$ cat src/rtl/shared_dm_arbiter.sv
// Shared data-memory arbiter: NUM_C cores plus the host com port onto one DM port.
// Reads return through a tag pipeline that steers DM_out back to the requester.

module dm_rd_lane #(
  parameter int DATA_W = 16
) (
  input  logic              clk,
  input  logic              rst_n,
  input  logic              hit,
  input  logic [DATA_W-1:0] rdata,
  output logic [DATA_W-1:0] data,
  output logic              valid
);
  always_ff @(posedge clk) begin
    if (!rst_n) begin
      data  <= '0;
      valid <= 1'b0;
    end else begin
      valid <= hit;
      if (hit) data <= rdata;
    end
  end
endmodule

module shared_dm_arbiter #(
  parameter int NUM_C  = 4,
  parameter int DATA_W = 16,
  parameter int ADDR_W = 16,
  parameter int RD_LAT = 1
) (
  input  logic                     clk,
  input  logic                     rst_n,
  input  logic [1:0]               status,
  input  logic [DATA_W-1:0]        com_data_in,
  input  logic [ADDR_W-1:0]        com_addr,
  input  logic                     com_wr_en,
  input  logic                     com_rd_en,
  output logic [DATA_W-1:0]        com_data_out,
  output logic                     com_valid,
  input  logic [NUM_C-1:0]         core_req,
  input  logic [NUM_C-1:0]         core_wr_en,
  input  logic [NUM_C*ADDR_W-1:0]  core_addr,
  input  logic [NUM_C*DATA_W-1:0]  core_data_in,
  output logic [NUM_C-1:0]         core_grant,
  output logic [NUM_C*DATA_W-1:0]  core_data_out,
  output logic [NUM_C-1:0]         core_valid,
  output logic [ADDR_W-1:0]        DM_addr,
  output logic [DATA_W-1:0]        DM_data_in,
  output logic                     DM_write_en,
  input  logic [DATA_W-1:0]        DM_out
);
  localparam int IDX_W = $clog2(NUM_C);

  typedef enum logic [1:0] {
    ST_HOST   = 2'b00,
    ST_RUN    = 2'b01,
    ST_RUN_HP = 2'b10,
    ST_HALT   = 2'b11
  } mode_e;

  typedef struct packed {
    logic              vld;
    logic              host;
    logic [IDX_W-1:0]  idx;
  } tag_t;

  typedef struct packed {
    logic [ADDR_W-1:0] addr;
    logic [DATA_W-1:0] data;
    logic              wr;
  } req_t;

  mode_e                        mode;
  logic [NUM_C-1:0][ADDR_W-1:0] c_addr;
  logic [NUM_C-1:0][DATA_W-1:0] c_wdata;
  logic [NUM_C-1:0][DATA_W-1:0] c_rdata;
  logic [IDX_W-1:0]             rr_ptr, rr_idx, cand;
  logic                         rr_hit, host_act, host_own, core_own;
  req_t                         req_sel;
  tag_t                         issue_tag, out_tag;
  tag_t                         tag_pipe [1:RD_LAT];
  logic [NUM_C-1:0]             core_hit;
  logic                         com_hit;

  assign mode     = mode_e'(status);
  assign c_addr   = core_addr;
  assign c_wdata  = core_data_in;
  assign host_act = com_wr_en | com_rd_en;

  // Round-robin search starting at rr_ptr, wrapping modulo NUM_C.
  always_comb begin
    rr_hit = 1'b0;
    rr_idx = '0;
    cand   = '0;
    for (int k = 0; k < NUM_C; k++) begin
      cand = IDX_W'((int'(rr_ptr) + k) % NUM_C);
      if (!rr_hit && core_req[cand]) begin
        rr_hit = 1'b1;
        rr_idx = cand;
      end
    end
  end

  // Ownership is suppressed during reset so nothing reaches DM before rr_ptr is valid.
  always_comb begin
    host_own = 1'b0;
    core_own = 1'b0;
    if (rst_n) begin
      case (mode)
        ST_HOST:   host_own = host_act;
        ST_RUN:    core_own = rr_hit;
        ST_RUN_HP: begin
          host_own = host_act;
          core_own = !host_act && rr_hit;
        end
        default: ;
      endcase
    end
  end

  always_comb begin
    req_sel    = '0;
    issue_tag  = '0;
    core_grant = '0;
    if (host_own) begin
      req_sel.addr   = com_addr;
      req_sel.data   = com_data_in;
      req_sel.wr     = com_wr_en;
      issue_tag.vld  = !com_wr_en;
      issue_tag.host = 1'b1;
    end else if (core_own) begin
      core_grant[rr_idx] = 1'b1;
      req_sel.addr   = c_addr[rr_idx];
      req_sel.data   = c_wdata[rr_idx];
      req_sel.wr     = core_wr_en[rr_idx];
      issue_tag.vld  = !core_wr_en[rr_idx];
      issue_tag.idx  = rr_idx;
    end
  end

  assign DM_addr     = req_sel.addr;
  assign DM_data_in  = req_sel.data;
  assign DM_write_en = req_sel.wr;

  always_ff @(posedge clk) begin
    if (!rst_n)
      rr_ptr <= '0;
    else if (core_own)
      rr_ptr <= (rr_idx == IDX_W'(NUM_C - 1)) ? '0 : rr_idx + 1'b1;
  end

  // Tag stage RD_LAT lines up with DM_out for the read issued RD_LAT cycles earlier.
  always_ff @(posedge clk) begin
    if (!rst_n) begin
      for (int s = 1; s <= RD_LAT; s++) tag_pipe[s] <= '0;
    end else begin
      tag_pipe[1] <= issue_tag;
      for (int s = 2; s <= RD_LAT; s++) tag_pipe[s] <= tag_pipe[s-1];
    end
  end

  assign out_tag = tag_pipe[RD_LAT];
  assign com_hit = out_tag.vld & out_tag.host;

  always_comb begin
    core_hit = '0;
    if (out_tag.vld && !out_tag.host) core_hit[out_tag.idx] = 1'b1;
  end

  for (genvar i = 0; i < NUM_C; i++) begin : g_lane
    logic [DATA_W-1:0] lane_data;
    dm_rd_lane #(.DATA_W(DATA_W)) u_lane (
      .clk   (clk),
      .rst_n (rst_n),
      .hit   (core_hit[i]),
      .rdata (DM_out),
      .data  (lane_data),
      .valid (core_valid[i])
    );
    assign c_rdata[i] = lane_data;
  end

  assign core_data_out = c_rdata;

  dm_rd_lane #(.DATA_W(DATA_W)) u_com (
    .clk   (clk),
    .rst_n (rst_n),
    .hit   (com_hit),
    .rdata (DM_out),
    .data  (com_data_out),
    .valid (com_valid)
  );
endmodule

$ cat config.mk
export PLATFORM = sky130hd
export DESIGN_NAME = shared_dm_arbiter
export DESIGN_NICKNAME = d
export VERILOG_FILES = /design/src/rtl/shared_dm_arbiter.sv
export SDC_FILE = /design/constraint.sdc
export NUM_CORES = 1
export LEC_CHECK = 0
export BUFFER_PORTS_ARGS = -buffer_cell sky130_fd_sc_hd__buf_2
export CORE_AREA = 2 2 120 122
export CTS_BUF_LIST = sky130_fd_sc_hd__clkbuf_8 sky130_fd_sc_hd__clkbuf_16
export DETAILED_ROUTE_END_ITERATION = 10
export DIE_AREA = 0 0 122 124
export PLACE_DENSITY = 0.7
export SLEW_MARGIN = 20
export SYNTH_ARGS = -nofsm -noshare
export SYNTH_HDL_FRONTEND = slang
export SYNTH_SLANG_ARGS = --single-unit
$ cat constraint.sdc
create_clock -name clk -period 3.1 [get_ports clk]
set_clock_uncertainty 0.1 [all_clocks]
set_input_delay 0.93 -clock clk [delete_from_list [all_inputs] [get_ports clk]]
set_output_delay 0.93 -clock clk [all_outputs]
set_load 0.01 [all_outputs]
Yosys cells after proc, flatten, opt, wreduce, memory -nomap -nowiden:

Memory sizes are Yosys's and may differ from the RTL's.
Cells that the tools add are included.

* bits in registers: 87
* bits in writable memories: 4
* input bits: 190
* output and inout port bits: 122
* memories kept: 1

Memory list
* tag_pipe: depth 1, width 4, rd ports 1, clocked after Yosys merged registers in 0, wr ports 1, RTL line 81 `tag_t tag_pipe [1:RD_LAT];`

* add/subtract/negate cells: 4
* $lt $le $gt $ge: 8
* eq/ne operators: 3
* multiplexer cells: 44
* bitwise operators: 3
* reductions and logical operators: 16

Operators with widths (number)
* $mux 33: 2
* $bmux 16 s2: 2
* $mux 16: 2
* $mux 1: 19
* $lt 2x3->1 const B: 6
* $mux 4: 4
* $mux 2: 7
* $bmux 1 s2: 5
* $logic_and 1x1->1: 7
* $logic_not 1->1: 7
* $add 2x1->2 const B: 2
* $add 2x2->2 const B: 2
* $demux 1 s2: 2
* $eq 2x2->1 const B: 2
* $ge 2x1->1 const B: 2
* $eq 2x1->1 const B: 1
* $logic_not 2->1: 1
* $or 1x1->1: 2
* $pmux 1 s2: 1
* $reduce_or 2->1: 1
* $and 1x1->1: 1

Depth between registers and ports, before layout:

* depth after elaboration: 18
* depth in mapped cells: 8
* mapped depth without buffers: 8

By module:

From an unflattened synthesis, not the netlist that was laid out.

* cell total of the unflattened synthesis: 474
* area total of the unflattened synthesis: 4890.9 um2

Modules (own cells, without submodules)
* dm_rd_lane: instances 5, cells each 53, area each 643.1 um2, sequential area each 340.3 um2
* shared_dm_arbiter: instances 1, cells each 209, area each 1675.4 um2, sequential area each 120.1 um2

Least setup slack after synthesis:

Ideal clock, no wire load.

* path type: input to output
* start: input status[0]
* end: output DM_addr[11]
* data arrival time: 2327 ps
* data required time: 2070 ps
* slack: -257 ps
* stages: 8
* path buffers: 2
* cell sequence: inv_1 -> ha_1 -> o221a_2 -> buf_2 -> nor2_4 -> nand2_4 -> buf_2 -> o221ai_1

* cells in the longest elaborated chain, start to end: 5
* elaborated cells on any way between the ends: 10

Ends and longest elaborated chain
* from (decl): RTL line 33 `input logic [1:0] status,`
* $eq 2x2->1 (tied with other cells): RTL line 109 `case (mode)`
* $pmux 1 s2 or $reduce_or 2->1 (tied branches)
* $mux 1, on equally long branches: RTL line 108, 109
* $mux 33 or $mux 1 (tied branches): RTL line 131, 108
* $mux 33 *: RTL line 125 `if (host_own) begin`
* to (decl): RTL line 47 `output logic [ADDR_W-1:0] DM_addr,`

Mark *: on every way between the ends. The rest lies on a longest branch, timed or not.

Worst setup path in the final report:

* start: input core_req[0]
* end: output DM_data_in[14]

* elaborated cells on any way between the ends: 29

RTL lines
* from (decl): RTL line 40 `input logic [NUM_C-1:0] core_req,`
* $bmux 1 s2: RTL line 97 `if (!rr_hit && core_req[cand]) begin`
* $mux 1 (not written as such): RTL line 97
* $mux 1: RTL line 97
* $logic_not 1->1: RTL line 97
* $logic_and 1x1->1: RTL line 97
* $mux 1: RTL line 97
* $logic_not 1->1: RTL line 97
* $logic_and 1x1->1: RTL line 97
* $mux 1: RTL line 97
* $logic_not 1->1: RTL line 97
* $logic_and 1x1->1: RTL line 97
* $mux 2 *: RTL line 97
* via rr_idx[0]: RTL line 77 `logic [IDX_W-1:0] rr_ptr, rr_idx, cand;`
* $bmux 16 s2 *: RTL line 134 `req_sel.data = c_wdata[rr_idx];`
* $mux 16 (not written as such) *: RTL line 134
* $mux 33 *: RTL line 131 `end else if (core_own) begin`
* $mux 33 *: RTL line 125
* to (decl): RTL line 48 `output logic [DATA_W-1:0] DM_data_in,`

Mark *: on every way through the listed nets, which the timed path passes. The rest lies on a longest branch. The select of a mux whose other input is x is not followed.

==> summary.md <==
| Metric | Value |
|---|---|
| Syn_area_per_cell | `8.24 µm²` |
| Initial antenna violation count | `3` |
| Most used DFF post-synth | `dfxtp_1` |
| CTS Buffer Depth | `2` |
| Post-Route Setup TNS | `-12.90 ns` |
| Post-synth EDFFs | `0` |
| Fin. Hold Viols | `0` |
| Die Wd | `122 µm` |
| Synthesized area | `4730 µm²` |
| Layout cells sized above 1 | `51.2%` |
| CP Launch Type | `primary input` |
| Gr ovfl total | `0` |
| Vias in the first global route | `5151` |
| Synth warn | `0` |
| Worst Setup End Kind | `output port` |
| Register bit count reported by yosys | `91` |
| Unrepaired setup endpoints after global routing | `true` |
| Drt first pass iters | `5` |
| Worst Hold Depth | `2` |
| Worst EP arrival | `2.46 ns` |
| Pint | `2.19 mW` |
| Synth Net Count | `771` |
| Gr usage total | `25.5%` |
| Routed Wire Length | `20.1 mm` |
| Reg2reg start | `rr_ptr[1]` |
| Xor/xnor share of the synthesized area | `0%` |
| Hold crit path type | `reg -> reg` |
| Max-Slew Margin vs Limit | `29.2%` |
| Worst path slowest cell | `a211oi_4` |
| Netlist cell types | `38` |
| Synth top area share | `38.5%` |
| Crit path required time | `2.07 ns` |
| Slew Limit Fails | `0` |
| Via density | `4.89` |
| Flop2flop setup slack | `1.09 ns` |
| Post-synthesis simple-gate area fraction | `20.0%` |
| Largest stage delay, worst path | `0.35 ns` |
| CP bufs+invs | `4` |
| Clock transition at path regs | `0.06 ns` |
| Row Count | `43` |
| Total CTS buffers | `9` |
| Area growth from synthesis to layout | `70.1%` |
| Wire per inst | `18.4 µm` |
| VDD IR-drop max | `0.207 mV` |
| Clock share of power | `35.8%` |
| Least-Margin Pin Slew | `1.06 ns` |
| First-pass GRT wire length | `28.8 mm` |
| Ys async rst share | `0%` |
| Crit path max-delay family | `compound AO/OA/AOI/OAI gates` |
| GP Congestion | `1.01` |
| Hold Path End | `g_lane[1].u_lane.data[5]` |
| Pwr Density | `372 nW/µm²` |
| Post-layout net count | `1106` |
| Core area | `13700 µm²` |
| IO Pins | `312` |
| CTS tree | `done` |
| Mux cell area share after synthesis | `14.2%` |
| Peak Freq | `287 MHz` |
| Final worst path period share | `113%` |
| Vias | `5357` |
| Sequential-to-total area share from yosys stat | `38.5%` |
| Failing checks | `negative setup slack` |
| Synth area leader | `dfxtp_1` |
| Max Cap Violations | `0` |
| Clock root buffer | `clkbuf_16` |
| Sequential fraction of design power | `39.9%` |
| Setup slack after layout | `-0.389 ns` |
| Cell breakdown of the critical path | `buf_8, buf_6, a22o_1, a211oi_4, nand2_4, clkbuf_16, o221ai_2, buf_2` |
| Dpl hpwl | `15.1 mm` |
| Mapped Cells | `574` |
| # port buffers | `311` |
| Adder and majority gate portion of the synthesized area | `1.85%` |
| Max FO, Critical Path | `10` |
| Worst hold start | `g_lane[1].u_lane.data[5]` |
| Starting Density | `34.5%` |
| Combinational share of power | `24.4%` |
| Hold_buf cts | `0` |
| Final setup fails | `37` |
| Sw Pwr | `808 µW` |
| R2r worst-path depth | `9` |
| Switching Fraction | `27.0%` |
| Top post-synthesis cells by area | `dfxtp_1, nand2_1, mux2i_1, a21boi_0, o221ai_1` |
| ANT nets after route | `0` |
| Final min period | `3.49 ns` |
| Critical path class | `in -> out` |
| Compound-cell area share of the yosys netlist | `20.2%` |
| FF-to-FF End | `tag_pipe[1][3]` |
| Outcome | `finished, violations left` |
| Min Hold Slack | `0.351 ns` |
| Largest family of logic cells by synthesized area | `compound AO/OA/AOI/OAI gates` |
| Worst-skew pair later-pin latency | `0.34 ns` |
| Total power | `2.99 mW` |
| CTS H-tree depth | `3` |
| Die footprint | `15100 µm²` |
| 1st-iter DRT viols | `327` |
| DRC violations left | `0` |
| Die extent in y | `124 µm` |
| Largest net degree at the start of global routing | `69` |
| Pleak | `3.57 nW` |
| Clock sinks | `91` |
layout by cell type, fill, tap and decap left out, types with 2 or more instances in the layout:
cell type,n
a21boi_0,46
o221ai_4,10
clkbuf_16,15
dfxtp_1,91
nor2b_1,3
and2_1,8
mux2i_2,7
inv_2,3
clkinv_2,3
inv_1,4
ha_1,4
buf_6,17
ha_4,2
nor3_1,2
o221ai_2,23
clkinvlp_4,2
buf_2,301
mux2i_4,19
nand2b_1,3
a21oi_1,20
diode_2,2
a21boi_1,15
buf_4,34
mux2i_1,41
buf_12,8
nor2_1,4
and3_1,3
nand2_1,195
a21oi_4,2
buf_8,3
metrics by stage:
| step | std cells | cell area [µm²] | utilization, % | setup WS (ns) |
|---|---|---|---|---|
| after floorplan | 574 | 5150 | - | -0.154 |
| after global placement | 1068 | 7110 | 51.8 | -0.509 |
| after detailed placement | 1068 | 7110 | 51.8 | -0.445 |
| after CTS | 1088 | 7760 | 56.6 | -0.369 |
| after global routing | 1095 | 8040 | 58.6 | -0.452 |
| final | 1096 | 8050 | 58.7 | -0.389 |
power by group through the flow:
| stage | logic, mW | registers (mW) | clock network (mW) |
|---|---|---|---|
| after floorplan | 0.293 | 1.22 | 0 |
| after global placement | 0.596 | 1.22 | 0 |
| after detailed placement | 0.600 | 1.22 | 0 |
| after CTS | 0.680 | 1.19 | 1.09 |
| after global routing | 0.778 | 1.19 | 1.14 |
| final | 0.729 | 1.19 | 1.07 |
worst max-delay path by stage:
stage                            from             end  cells after the start
after floorplan           core_req[3]      DM_addr[0]                      6
after global placement    core_req[0]   DM_data_in[8]                     10
after detailed placement  core_req[0]   DM_data_in[8]                     10
after CTS                   status[1]     DM_addr[10]                      9
after global routing      core_req[0]     DM_addr[13]                     10
final                     core_req[0]  DM_data_in[14]                      8
cells by family (layout without fill, tap and decap cells):
kind of cell	Yosys count	after routing
and+or+nand+nor	228	228
AOI/OAI and AO/OA	126	126
DFF	91	91
muxes	67	67
buffers and inverters	55	395
adders and majority gates	7	7
other	0	2
state kept, by name, indices dropped and copies added (netlist names):
name and cells:
tag_pipe 4, rr_ptr 2, u_com.valid 1, g_lane.u_lane.valid 4
g_lane.u_lane.data 64, u_com.data 16
final cells by class:
type | count | area (µm²)
inverters | 9 | 43.8
repair buffers | 370 | 2340
fillers | 1274 | 5670
diodes | 2 | 5.00
clock buffers | 9 | 225
multi-input cells | 428 | 3320
flip-flops and latches | 91 | 1820
clock inverters | 7 | 68.8
well taps | 180 | 225
cell usage after synthesis, drive strengths merged (5+ instances only):
master / count
a21boi: 61
a21oi: 23
and2: 9
buf: 19
clkbuf: 27
dfxtp: 91
ha: 7
inv: 9
mux2i: 67
nand2: 197
nor2: 5
o221ai: 33
worst register-to-register path, stage by stage, from the launching register on:
cell and delay, ns:
dfxtp_1 0.51, a21oi_4 0.10, o21ai_2 0.17, a21oi_4 0.09
buf_6 0.12, buf_12 0.14, buf_4 0.14, mux2i_1 0.11
buf_4 0.15, a221o_1 0.28
per-layer routing:
layer | vias to the layer above | global-route usage (%) | wire, µm
li1 | 2647 | - | -
met1 | 2449 | 32.0 | 8290
met2 | 228 | 44.2 | 9920
met3 | 29 | 5.13 | 1490
met4 | 4 | 7.54 | 406
met5 | - | 0 | 30
timing repair:
item,4_1_cts,5_1_grt
gates cloned,1,7
endpoints found under the setup margin,37,37
resized for setup,59,26
pin swaps,6,2
setup buffers,3,3
Power figures use the tool's default switching activity.
